`config.mk`:
```
export PLATFORM = sky130hd
export DESIGN_NAME = rob_wb_arbiter
export DESIGN_NICKNAME = d
export VERILOG_FILES = /design/src/rtl/rob_wb_arbiter.sv
export SDC_FILE = /design/constraint.sdc
export NUM_CORES = 1
export LEC_CHECK = 0
export CAP_MARGIN = 20
export CELL_PAD_IN_SITES_DETAIL_PLACEMENT = 0
export CELL_PAD_IN_SITES_GLOBAL_PLACEMENT = 1
export CORE_MARGIN = 1.5
export CORE_UTILIZATION = 23
export CTS_CLUSTER_SIZE = 10
export DETAILED_ROUTE_END_ITERATION = 8
export PLACE_DENSITY = 0.73
export RECOVER_POWER = 50
export SYNTH_ARGS = -nofsm -noshare
export SYNTH_HDL_FRONTEND = slang
export SYNTH_SLANG_ARGS = --single-unit
```
`constraint.sdc`:
```
create_clock -name clock -period 2.4 [get_ports clock]
set_input_delay 0.48 -clock clock [delete_from_list [all_inputs] [get_ports clock]]
set_output_delay 0.48 -clock clock [all_outputs]
set_load 0.1 [all_outputs]
```
`src/rtl/rob_wb_arbiter.sv`:
```
// Round-robin arbiter sharing the single ROB result-write port among the
// functional units, with a one-entry registered output stage.
//
// Handshake: a unit's result transfers on a rising clock edge where its
// req_valid and req_ready are both 1. A unit holds req_valid, req_rob_idx and
// req_value stable until it sees req_ready. On the ROB side, wb_valid marks a
// write that is consumed on every edge where wb_stall is 0.
module rob_wb_arbiter #(
  parameter int NUM_REQ   = 4,
  parameter int XLEN      = 32,
  parameter int ROB_IDX_W = 3,
  parameter int SRC_W     = 2
) (
  input  logic                           clock,
  input  logic                           reset,
  input  logic [NUM_REQ-1:0]             req_valid,
  input  logic [NUM_REQ*ROB_IDX_W-1:0]   req_rob_idx,
  input  logic [NUM_REQ*XLEN-1:0]        req_value,
  output logic [NUM_REQ-1:0]             req_ready,
  input  logic                           wb_stall,
  input  logic                           flush,
  output logic                           wb_valid,
  output logic [ROB_IDX_W-1:0]           wb_rob_idx,
  output logic [XLEN-1:0]                wb_value,
  output logic [SRC_W-1:0]               wb_src,
  output logic                           wb_state
);

  typedef enum logic {
    S_EMPTY = 1'b0,
    S_FULL  = 1'b1
  } state_t;

  state_t             state;
  state_t             state_next;
  logic [SRC_W-1:0]   rr_ptr;
  logic [SRC_W-1:0]   rr_ptr_next;
  logic               can_accept;
  logic               grant_any;
  logic [SRC_W-1:0]   grant_idx;
  logic [SRC_W:0]     scan_sum;
  logic [SRC_W-1:0]   scan_idx;

  assign wb_valid   = (state == S_FULL);
  assign wb_state   = state;
  // Flush wins over stall: the held write is squashed, so no new grant is needed.
  assign can_accept = !flush && ((state == S_EMPTY) || !wb_stall);

  // Scan from rr_ptr upward, wrapping modulo NUM_REQ; first valid unit wins.
  always_comb begin
    grant_any = 1'b0;
    grant_idx = '0;
    scan_sum  = '0;
    scan_idx  = '0;
    if (can_accept) begin
      for (int k = 0; k < NUM_REQ; k++) begin
        scan_sum = {1'b0, rr_ptr} + (SRC_W+1)'(k);
        if (scan_sum >= (SRC_W+1)'(NUM_REQ)) begin
          scan_sum = scan_sum - (SRC_W+1)'(NUM_REQ);
        end
        scan_idx = scan_sum[SRC_W-1:0];
        if (!grant_any && req_valid[scan_idx]) begin
          grant_any = 1'b1;
          grant_idx = scan_idx;
        end
      end
    end
  end

  always_comb begin
    req_ready = '0;
    if (reset && grant_any) begin
      req_ready = NUM_REQ'(1) << grant_idx;
    end
  end

  always_comb begin
    rr_ptr_next = rr_ptr;
    if (grant_any) begin
      rr_ptr_next = (grant_idx == SRC_W'(NUM_REQ-1)) ? '0 : grant_idx + 1'b1;
    end
  end

  always_comb begin
    state_next = state;
    case (state)
      S_EMPTY: begin
        if (grant_any) state_next = S_FULL;
      end
      S_FULL: begin
        if (flush) begin
          state_next = S_EMPTY;
        end else if (!wb_stall && !grant_any) begin
          state_next = S_EMPTY;
        end
      end
      default: state_next = S_EMPTY;
    endcase
  end

  always_ff @(posedge clock or negedge reset) begin
    if (!reset) begin
      state      <= S_EMPTY;
      rr_ptr     <= '0;
      wb_rob_idx <= '0;
      wb_value   <= '0;
      wb_src     <= '0;
    end else begin
      state  <= state_next;
      rr_ptr <= rr_ptr_next;
      if (grant_any) begin
        wb_rob_idx <= req_rob_idx[grant_idx*ROB_IDX_W +: ROB_IDX_W];
        wb_value   <= req_value[grant_idx*XLEN +: XLEN];
        wb_src     <= grant_idx;
      end
    end
  end

endmodule

```
* After elaboration in Yosys (flattened, before gate mapping)
Cells that the tools add are included.
Widths: inputs -> output; s select.
** Word-level totals
- Bits in registers :: 40
- Input port bits :: 148
- Output and inout bits :: 43
** Cells by class
- Add/sub/neg operators :: 8
- Multipliers :: 1
- $lt $le $gt $ge :: 8
- Equal/unequal tests :: 1
- Shift-type cells :: 3
- Muxes and demuxes :: 35
- Bitwise logic cells :: 1
- Reductions and logical operators :: 13
** Operators by type and width (count)
- $shiftx 128x8->32 :: 1
- $mux 2 :: 14
- $mux 1 :: 15
- $lt 2x3->1 const B :: 4
- $shiftx 12x5->3 :: 1
- $ge 3x3->1 const B :: 3
- $bmux 1 s2 :: 4
- $sub 2x1->2 const B :: 4
- $add 2x2->3 const B :: 2
- $logic_and 1x1->1 :: 6
- $logic_not 1->1 :: 6
- $mul 2x2->4 const B :: 1
- $mux 4 :: 1
- $shl 1x2->4 const A :: 1
- $add 2x1->3 const B :: 1
- $ge 2x3->1 const B :: 1
- $add 2x1->2 const B :: 1
- $eq 2x2->1 const B :: 1
- $pmux 1 s2 :: 1
- $logic_or 1x1->1 :: 1
- $not 1->1 :: 1

* Longest topological paths before layout
- Depth in word-level cells :: 25
- Depth in mapped cells :: 9

* Least setup slack after synthesis
Ideal clock, no wire load.
- Path type :: reg-to-output
- Start point :: register state (netlist: wb_state)
- End point :: output port req_ready[3]
- Arrival time :: 2.855 ns
- Data required time :: 1.920 ns
- Setup slack :: -0.935 ns
- Cell stages (with the launch flop) :: 8
- Buffers on the path :: 2
- Cells stage by stage :: dfrtp_1 -> a21o_1 -> or2_2 -> buf_4 -> buf_2 -> nor2_1 -> ha_1 -> and3_1
** On the way
- Word-level cells in the longest chain between the ends :: 6
- Elaborated cells between the ends (all ways) :: 8
- Classes of those cells :: 1 x shift; 3 x mux; 1 x bitwise; 3 x reduce/logical
** Ends and longest elaborated chain
- start, declared :: line 34 : state_t state;
- start signal, assigned :: line 109 : state <= state_next;
- $not 1->1
- $logic_or 1x1->1 :: line 47 : assign can_accept = !flush && ((state == S_EMPTY) || !wb_stall);
- $logic_and 1x1->1 :: line 47
- $mux 2 :: line 55 : if (can_accept) begin
- net grant_idx[0] :: line 40 : logic [SRC_W-1:0] grant_idx;
- $shl 1x2->4 :: line 73 : req_ready = NUM_REQ'(1) << grant_idx;
- $mux 4 :: line 72 : if (reset && grant_any) begin
- end, declared :: line 19 : output logic [NUM_REQ-1:0] req_ready,
The timed path passes the listed nets, and every way through them passes these cells.

* Final worst setup path
- Start point :: register state (netlist: wb_state)
- End point :: output port req_ready[1]
** On the way
- Word-level cells in the longest chain between the ends :: 6
- Elaborated cells between the ends (all ways) :: 8
- Classes of those cells :: 1 x shift; 3 x mux; 1 x bitwise; 3 x reduce/logical
** Ends and longest elaborated chain (line)
- $not 1->1 (*)
- $logic_or 1x1->1 (*) :: 47
- $logic_and 1x1->1 (*) :: 47
- $mux 2 / $mux 1 (equally long branches) :: 55
- $shl 1x2->4 / $logic_and 1x1->1 (equally long branches) :: 73, 72
- $mux 4 (*) :: 72
Every way passes the cells marked *; elsewhere a longest branch is shown, timed or not.

==> flow_summary.json <==
{
  "grt_usage": 0.162,
  "synth.avg_cell_area_um2": 8.98,
  "rsz0062_at_grt": "yes",
  "clk_pin_slew_worst_paths_ns": 0.06,
  "die_w_um": 116,
  "via_per_inst": 4.78,
  "synthFlopType": "dfrtp_1",
  "yosysWarningCount": 0,
  "drt-pass1-iter-count": 5,
  "slew_headroom": 0.386,
  "grt_max_degree": 49,
  "criticalPathCategory": "reg -> out",
  "synth_cell_types": 36,
  "status": "finished, violations left",
  "clock_sinks": 40,
  "syn_nets": 480,
  "p_total_uw": 5160,
  "grt_pass1_vias": 3330,
  "synthTopCellsByArea": "dfrtp_1, mux2i_1, a21boi_0",
  "grt_pass1_wl_mm": 16.9,
  "n_fill_cell": 1274,
  "antenna_found_initial": 0,
  "endpoint_kind": "primary output",
  "fin_hold_ws_ns": 0.388,
  "cp_cell_sequence": "a21o_1, buf_6, nor3_4, inv_2, ha_2, and3_4, buf_12",
  "drtAntennaViolNets": 0,
  "synth_top_area_frac": 0.340,
  "setup_violations": 4,
  "fin_ws_ns": -0.0480,
  "fin_crit_sh": 1.02,
  "ys_async_sr_fraction": 1.00,
  "netlist_area_um2": 2950,
  "hp-class": "in -> async",
  "syn_to_final_growth_pct": 84.1,
  "p_leak_uw": 0.00227,
  "cp-start-kind": "flip-flop",
  "hold_viol": 0,
  "powerDensity_nw_per_um2": 951,
  "crit_required_ns": 1.92,
  "ir_drop_uv": 338,
  "period_needed_ns": 2.45,
  "slew_violations": 0,
  "max_freq_ghz": 0.408,
  "num_rows": 41,
  "layout.nets": 689,
  "final.setup_skew_ns": 0.00651,
  "clock_latency_ns": 0.28,
  "portBuffers": 190,
  "place_inst": 688,
  "die_h_um": 116,
  "drc": 0,
  "place_hpwl_mm": 8.32,
  "die_area_um2": 13500,
  "vias": 3391,
  "synth-seq-area-share": 0.340,
  "path_max_fanout": 4,
  "ys_ff_latch": 40,
  "diodes": 0,
  "routed_wirelength_mm": 11.2,
  "worst_ep_arrival_time_ns": 1.97,
  "htreeDepth": 2,
  "final_common_cell": "clkdlybuf4s50_1",
  "max_slew.worst_pin.slew_ns": 0.917,
  "place_congestion": 0.804,
  "slowest_delay_ns": 0.48,
  "cts_root_buffer": "clkbuf_16",
  "cts_made_buffers": 5,
  "finalNonFillerCells": 709,
  "cap_violations": 0,
  "tritoncts": "done",
  "cp_slowest_cell": "dfrtp_4",
  "netlist_instances": 328,
  "drtIter0Drc": 230,
  "core_um2": 12600,
  "ios": 191,
  "overflow": 0,
  "clock_path_buffers": 2,
  "drive_above_1_share": 0.222,
  "synth_edf_count": 0,
  "layout_common_cells": "clkdlybuf4s50_1, buf_4, dfrtp_1",
  "cts_hold_buf": 0,
  "tns_ns": -0.119,
  "wl_per_cell_um": 15.8,
  "yosysTopAreaCell": "dfrtp_1",
  "violations": "setup timing",
  "initial_core_util": 0.234
}
[per-stage QoR]
stage / area (µm²) / setup slack, ns / utilization
after floorplan: 2990 / -0.0707 / -
after global placement: 5130 / -0.217 / 0.408
after detailed placement: 5130 / -0.319 / 0.408
after CTS: 5370 / -0.0578 / 0.427
after global routing: 5420 / -0.101 / 0.432
final: 5420 / -0.0480 / 0.432
[worst max-delay path: cells and delay by family (launching register included)]
kind | cells | cell delay (ns)
buffers and inverters | 3 | 0.38
flip-flops | 1 | 0.48
AO/OA/AOI/OAI | 1 | 0.21
adder cells (fa/ha/maj) | 1 | 0.19
AND/OR/NAND/NOR | 2 | 0.42
[flip-flops by register name, summed over array words and instances, names as in the netlist]
register,flops
wb_rob_idx,3
wb_state,1
rr_ptr,2
wb_value,32
wb_src,2
[layer usage]
metal  track usage  part of all wire  vias up
met1         0.193              0.41     1564
li1              -                 -     1673
met4        0.0293            0.0078        0
met3        0.0426             0.089        7
met2         0.294              0.49      147
met5             0                 0        -
[cell families (layout without fill, tap and decap cells)]
family | count (synthesis) | after routing | synth area share
AO/OA/AOI/OAI | 113 | 113 | 0.290
adder cells (fa/ha/maj) | 4 | 4 | 0.0170
buffers and inverters | 35 | 244 | 0.0722
flip-flops | 40 | 40 | 0.340
multiplexers | 23 | 23 | 0.0798
AND/OR/NAND/NOR | 113 | 113 | 0.201
[power breakdown]
group          switching, µW  internal [µW]  total [µW]
registers                171            907        1080
clock network            275            378         653
logic                   2410           1020        3430
total                   2850           2300        5160
[synth_stat cells (2+ instances only)]
cell type  count
a21boi_0      22
a21o_1         2
a222oi_1      13
and3_1        26
buf_2         10
buf_4          8
buf_6          3
clkbuf_1      10
dfrtp_1       40
ha_1           4
inv_1          3
mux2i_1       22
nand2_1       31
nand2b_1       2
nand3_1       26
nor2_1         7
nor3_1        13
o211ai_1      22
o21ai_0       22
o21bai_1      13
o311ai_1      13
or2_2          2
[area by class of cell]
class | count | area [µm²] | share of cell area
timing repair buffer | 234 | 2240 | 0.413
multi-input combinational | 253 | 1810 | 0.334
sequential | 40 | 1010 | 0.185
tap | 172 | 215 | 0.0397
clock buffer | 5 | 125 | 0.0231
inverter | 3 | 13.8 | 0.00254
clock inverter | 2 | 12.5 | 0.00231
[worst paths after layout]
| path | from | to | slack (ns) | cells after the start |
|---|---|---|---|---|
| setup / recovery | wb_state | req_ready[1] | -0.05 | 7 |
| hold / removal | reset | wb_state | 0.39 | 2 |
| setup reg to reg | wb_state | wb_value[12] | 0.18 | 7 |
| hold reg to reg | wb_src[1] | wb_src[1] | 0.50 | 2 |
| max in group asynchronous | reset | wb_state | 1.60 | 2 |
| min in group clock | wb_src[1] | wb_src[1] | 0.50 | 2 |
[timing repair]
action	4_1_cts	5_1_grt
gates cloned	0	0
buffers inserted	9	5
pin swaps	9	7
endpoints found under the setup margin	4	7
resized for setup	17	5
Power figures use the tool's default switching activity.
